--- config.mk ---
export PLATFORM = sky130hd
export DESIGN_NAME = reg_bank_arbiter
export DESIGN_NICKNAME = d
export VERILOG_FILES = /design/src/rtl/reg_bank_arbiter_pkg.sv /design/src/rtl/reg_bank_storage.sv /design/src/rtl/reg_bank_arbiter.sv
export SDC_FILE = /design/constraint.sdc
export NUM_CORES = 1
export LEC_CHECK = 0
export CORE_MARGIN = 8
export CORE_UTILIZATION = 65
export DETAILED_ROUTE_END_ITERATION = 12
export DONT_BUFFER_PORTS = 1
export PLACE_DENSITY = 0.86
export SYNTH_ARGS = -nofsm -noshare
export SYNTH_HDL_FRONTEND = slang
export SYNTH_HIERARCHICAL = 1
export SYNTH_SLANG_ARGS = --single-unit
export TNS_END_PERCENT = 50
--- constraint.sdc ---
create_clock -name CLK -period 3.17 [get_ports CLK]
set_input_delay 0.634 -clock CLK [delete_from_list [all_inputs] [get_ports CLK]]
set_output_delay 0.634 -clock CLK [all_outputs]
set_load 0.01 [all_outputs]
--- src/rtl/reg_bank_arbiter_pkg.sv ---
// Shared register-map definitions: default bank geometry and the fabric FSM encoding.
package reg_bank_arbiter_pkg;

   localparam int DEFAULT_NUM_REGISTERS = 32;
   localparam int DEFAULT_DATA_WIDTH    = 8;

   typedef enum logic [1:0] {
      ST_IDLE = 2'd0,
      ST_ACK  = 2'd1,
      ST_HOLD = 2'd2
   } fab_state_t;

endpackage

--- src/rtl/reg_bank_storage.sv ---
// Register array with an SPI write port (RO-gated, wins on collision), a fabric
// write port, and two asynchronous read ports returning 0 outside the bank.
module reg_bank_storage
   import reg_bank_arbiter_pkg::*;
#(
   parameter int NUM_REGISTERS = DEFAULT_NUM_REGISTERS,
   parameter int DATA_WIDTH = DEFAULT_DATA_WIDTH,
   parameter int ADDRESS_WIDTH = $clog2(NUM_REGISTERS),
   parameter logic [NUM_REGISTERS-1:0] RO_MASK = '0
) (
   input  logic                     clk,
   input  logic                     reset,
   input  logic                     spi_we,
   input  logic [ADDRESS_WIDTH-1:0] spi_addr,
   input  logic [DATA_WIDTH-1:0]    spi_wdata,
   input  logic                     fab_we,
   input  logic [ADDRESS_WIDTH-1:0] fab_addr,
   input  logic [DATA_WIDTH-1:0]    fab_wdata,
   output logic [DATA_WIDTH-1:0]    spi_rdata,
   output logic [DATA_WIDTH-1:0]    fab_rdata,
   output logic                     spi_commit
);

   logic [DATA_WIDTH-1:0] bank [NUM_REGISTERS];
   logic spi_in_range;
   logic fab_in_range;
   logic fab_commit;

   assign spi_in_range = 32'(spi_addr) < NUM_REGISTERS;
   assign fab_in_range = 32'(fab_addr) < NUM_REGISTERS;
   assign spi_commit   = spi_we && spi_in_range && !RO_MASK[spi_addr];
   assign fab_commit   = fab_we && fab_in_range;

   // The SPI write is issued last so it owns the register if both ever coincide.
   always_ff @(posedge clk) begin
      if (reset) begin
         for (int i = 0; i < NUM_REGISTERS; i++) begin
            bank[i] <= '0;
         end
      end else begin
         if (fab_commit) begin
            bank[fab_addr] <= fab_wdata;
         end
         if (spi_commit) begin
            bank[spi_addr] <= spi_wdata;
         end
      end
   end

   assign spi_rdata = spi_in_range ? bank[spi_addr] : '0;
   assign fab_rdata = fab_in_range ? bank[fab_addr] : '0;

endmodule

--- src/rtl/reg_bank_arbiter.sv ---
// Register bank shared by an SPI slave (absolute priority) and a fabric
// request/acknowledge port, with per-register SPI change flags.
module reg_bank_arbiter
   import reg_bank_arbiter_pkg::*;
#(
   parameter int NUM_REGISTERS = DEFAULT_NUM_REGISTERS,
   parameter int DATA_WIDTH = DEFAULT_DATA_WIDTH,
   parameter int ADDRESS_WIDTH = $clog2(NUM_REGISTERS),
   parameter logic [NUM_REGISTERS-1:0] RO_MASK = '0
) (
   input  logic                     CLK,
   input  logic                     RESET,
   input  logic [ADDRESS_WIDTH-1:0] SPI_ADDRESS,
   input  logic [DATA_WIDTH-1:0]    SPI_WRITE_DATA,
   input  logic                     SPI_WREN,
   output logic [DATA_WIDTH-1:0]    SPI_READ_DATA,
   input  logic                     F_REQ,
   input  logic                     F_WE,
   input  logic [ADDRESS_WIDTH-1:0] F_ADDR,
   input  logic [DATA_WIDTH-1:0]    F_WDATA,
   output logic                     F_ACK,
   output logic [DATA_WIDTH-1:0]    F_RDATA,
   output logic [NUM_REGISTERS-1:0] CHANGED,
   input  logic [NUM_REGISTERS-1:0] CHANGED_CLR,
   output fab_state_t               dbg_state
);

   fab_state_t state;
   logic ack_q;
   logic accept;
   logic spi_commit;
   logic [DATA_WIDTH-1:0] fab_rdata;
   logic [NUM_REGISTERS-1:0] set_vec;

   // Fabric handshake: F_REQ is the valid and holds F_WE/F_ADDR/F_WDATA stable
   // until F_ACK; a request is taken in IDLE on any cycle without SPI_WREN, and
   // F_ACK is high for the single ACK cycle that follows acceptance.
   assign accept = (state == ST_IDLE) && F_REQ && !SPI_WREN;

   reg_bank_storage #(
      .NUM_REGISTERS (NUM_REGISTERS),
      .DATA_WIDTH    (DATA_WIDTH),
      .ADDRESS_WIDTH (ADDRESS_WIDTH),
      .RO_MASK       (RO_MASK)
   ) u_storage (
      .clk        (CLK),
      .reset      (RESET),
      .spi_we     (SPI_WREN),
      .spi_addr   (SPI_ADDRESS),
      .spi_wdata  (SPI_WRITE_DATA),
      .fab_we     (accept & F_WE),
      .fab_addr   (F_ADDR),
      .fab_wdata  (F_WDATA),
      .spi_rdata  (SPI_READ_DATA),
      .fab_rdata  (fab_rdata),
      .spi_commit (spi_commit)
   );

   always_ff @(posedge CLK) begin
      if (RESET) begin
         state   <= ST_IDLE;
         ack_q   <= 1'b0;
         F_RDATA <= '0;
      end else begin
         ack_q <= 1'b0;
         case (state)
            ST_IDLE: begin
               if (accept) begin
                  state   <= ST_ACK;
                  ack_q   <= 1'b1;
                  F_RDATA <= fab_rdata;
               end
            end
            ST_ACK:  state <= ST_HOLD;
            default: state <= ST_IDLE;
         endcase
      end
   end

   // A reset landing in the ACK cycle drops the transfer, so the pulse is masked.
   assign F_ACK     = ack_q & ~RESET;
   assign dbg_state = state;

   always_comb begin
      set_vec = '0;
      for (int i = 0; i < NUM_REGISTERS; i++) begin
         if (spi_commit && (32'(SPI_ADDRESS) == i)) begin
            set_vec[i] = 1'b1;
         end
      end
   end

   // Set beats clear when both hit the same bit in one cycle.
   always_ff @(posedge CLK) begin
      if (RESET) begin
         CHANGED <= '0;
      end else begin
         CHANGED <= (CHANGED & ~CHANGED_CLR) | set_vec;
      end
   end

endmodule

==> metrics.md <==
| Metric | Value |
|---|---|
| Max Cap Violations | `0` |
| Initial antenna violation count | `1` |
| Sink Count | `299` |
| Post-synth EDFFs | `256` |
| Dominant synthesized flop cell | `edfxtp_1` |
| Most numerous cell in the Yosys netlist | `a22o_1` |
| Fin area | `18400 um2` |
| R2R setup slack | `0.51 ns` |
| Unrepaired setup endpoints after global routing | `false` |
| Root Buffer | `clkbuf_16` |
| Placed inst area | `17400 um2` |
| Worst-Margin Slew | `0.829 ns` |
| Hold Buf Count CTS | `0` |
| Rel. slew slack | `44.2%` |
| CTS H-tree depth | `1` |
| Fmax | `334 MHz` |
| Final Skew | `0.00830 ns` |
| Ys async rst share | `0%` |
| Seq/Total Area, Yosys | `49.5%` |
| Worst Path Arrival | `2.36 ns` |
| Required time of the critical path | `2.54 ns` |
| Hold Slack | `0.140 ns` |
| WL final | `65.9 mm` |
| Global-route wire length before repair | `92.3 mm` |
| Layout Cells excl Fill | `1706` |
| Bufs on Longest Clock Path | `3` |
| GRT overflow | `0` |
| Pwr dens | `480 nW/um2` |
| Netlist cell types | `45` |
| Setup bufs post-CTS | `0` |
| Via count | `14283` |
| Die H | `179 um` |
| Status | `completed` |
| Worst skew pair latency | `0.57 ns` |
| Dpl cells | `1649` |
| Area grow syn2layout | `6.77%` |
| Static leakage | `6.87 nW` |
| Area share of the largest cell type after synthesis | `44.5%` |
| Worst min path class | `in -> reg` |
| Fillers | `1812` |
| Number of global-route vias before repair | `13156` |
| CTS resizes | `0` |
| CTS tree | `yes` |
| CP Max Fanout | `2` |
| Final ANT Viol Nets | `0` |
| Worst Setup Path Type | `reg -> out` |
| Setup crit end kind | `output pin` |
| DRC violations left | `0` |
| # setup viols final | `0` |
| GR Util All Layers | `40.1%` |
| Cts bufs inserted | `30` |
| 1st-pass router iterations | `9` |
| Die width | `179 um` |
| Crit start category | `flip-flop` |
| Top post-synthesis cells by area | `edfxtp_1 (45%), mux2i_1 (15%), a22o_1 (14%), dfxtp_1 (5.0%), o22ai_1 (4.6%)` |
| Post-synthesis cell count | `1417` |
| Share of cells above drive strength 1 | `12.4%` |
| Largest net degree at the start of global routing | `141` |
| Vias per inst | `8.37` |
| Hpwl dp | `43.3 mm` |
| Clock-pin transition on the worst setup and hold timing paths | `0.06 ns` |
| Starting Density | `66.2%` |
| Rows | `59` |
| DR WL/cell | `38.7 um` |
| Post-Syn Nets | `1480` |
| Port bufs | `0` |
| Final GP Congestion | `1.06` |
| Synth top cells by count | `a22o_1 (272), mux2i_1 (264), edfxtp_1 (256), o22ai_1 (128), clkbuf_1 (90)` |
| Yosys warns | `6` |
| Final net count | `1409` |
| Max IR drop VDD | `0.000579 V` |
| Number of DRC markers in iteration 0 | `2743` |
| Clock period minus worst slack | `2.99 ns` |
| DIE AREA | `32000 um2` |
| Final core utilization | `70.7%` |
| Seq cells post-synth | `299` |
| Yosys top cell by area | `edfxtp_1` |
| Core area | `26100 um2` |
| # IOs | `114` |
| Setup tns final | `0 ns` |
| Final period util | `94.3%` |
| Post-Syn Area | `17300 um2` |
| Syn Area/Cell | `12.2 um2` |
| Final hold violation count | `0` |
| Final Slew Violations | `0` |
[state kept, by name, indices dropped and copies added, names as in the netlist]
register        cells
u_storage/bank    256
CHANGED            32
F_RDATA             8
dbg_state           2
ack_q               1
[per-layer routing]
metal,global-route usage (%),up-vias,wire [um]
li1,-,5674,-
met1,51.1,6868,22500
met2,62.1,1450,28900
met3,11.6,289,10500
met4,19.0,2,3990
met5,0,-,13
[final timing paths]
path,cells past startpoint,startpoint,endpoint
worst min-delay path,1,RESET,ack_q
worst max register to register,5,dbg_state[1],u_storage/bank[6][1]
worst min register to register,2,CHANGED[31],CHANGED[31]
worst max-delay path,4,u_storage/bank[15][3],SPI_READ_DATA[3]
[cells by family after synthesis]
logic type / Yosys count / share of synthesized area [%]
AO/OA/AOI/OAI: 431 / 20.0
buffers and inverters: 157 / 3.76
flip-flops: 299 / 49.5
multiplexers: 264 / 15.3
AND/OR/NAND/NOR: 266 / 11.4
[area by class of cell]
| cell class | instances | area (um2) | share of cell area (%) |
|---|---|---|---|
| Sequential cell | 299 | 8550 | 46.4 |
| Multi-Input combinational cell | 961 | 8060 | 43.8 |
| Clock buffer | 34 | 787 | 4.27 |
| Tap cell | 335 | 419 | 2.27 |
| Timing Repair Buffer | 38 | 285 | 1.55 |
| Clock inverter | 22 | 264 | 1.43 |
| Inverter | 16 | 60.1 | 0.326 |
| Antenna cell | 1 | 2.50 | 0.0136 |
[cell usage in the layout (no fill, tap or decap), types with 16 or more instances in the layout]
cell / synthesis / layout
clkbuf_16: 0 / 31
nor2_2: 24 / 24
nand2b_1: 17 / 17
edfxtp_1: 256 / 256
dfxtp_1: 43 / 43
nand2_1: 20 / 20
nor3_2: 26 / 26
a22o_1: 272 / 272
o32ai_1: 16 / 16
nor4_1: 32 / 32
mux2i_1: 264 / 264
buf_4: 5 / 38
or3_1: 19 / 19
o22ai_1: 128 / 128
inv_1: 16 / 16
nor2_1: 39 / 39
[power breakdown]
| part | switching (mW) | leakage (nW) | internal (mW) |
|---|---|---|---|
| sequential | 0.0934 | 3.10 | 4.37 |
| clock | 1.52 | 0.508 | 2.26 |
| combinational | 0.365 | 3.26 | 0.236 |
[critical path: stages (launching register included)]
cell and delay [ns]:
edfxtp_1 0.42, mux2i_1 0.50, o22ai_1 0.18, nor4_1 0.43, nand2_1 0.26
[per-stage QoR]
| stage | total power, mW | setup WS [ns] |
|---|---|---|
| 2_1_floorplan | 5.08 | 0.457 |
| 3_3_place_gp | 5.10 | 0.515 |
| 3_5_place_dp | 5.11 | 0.422 |
| 4_1_cts | 8.80 | 0.288 |
| 5_1_grt | 9.01 | 0.211 |
| 6_report | 8.85 | 0.179 |
No activity file was read; power rests on OpenSTA's default activity.
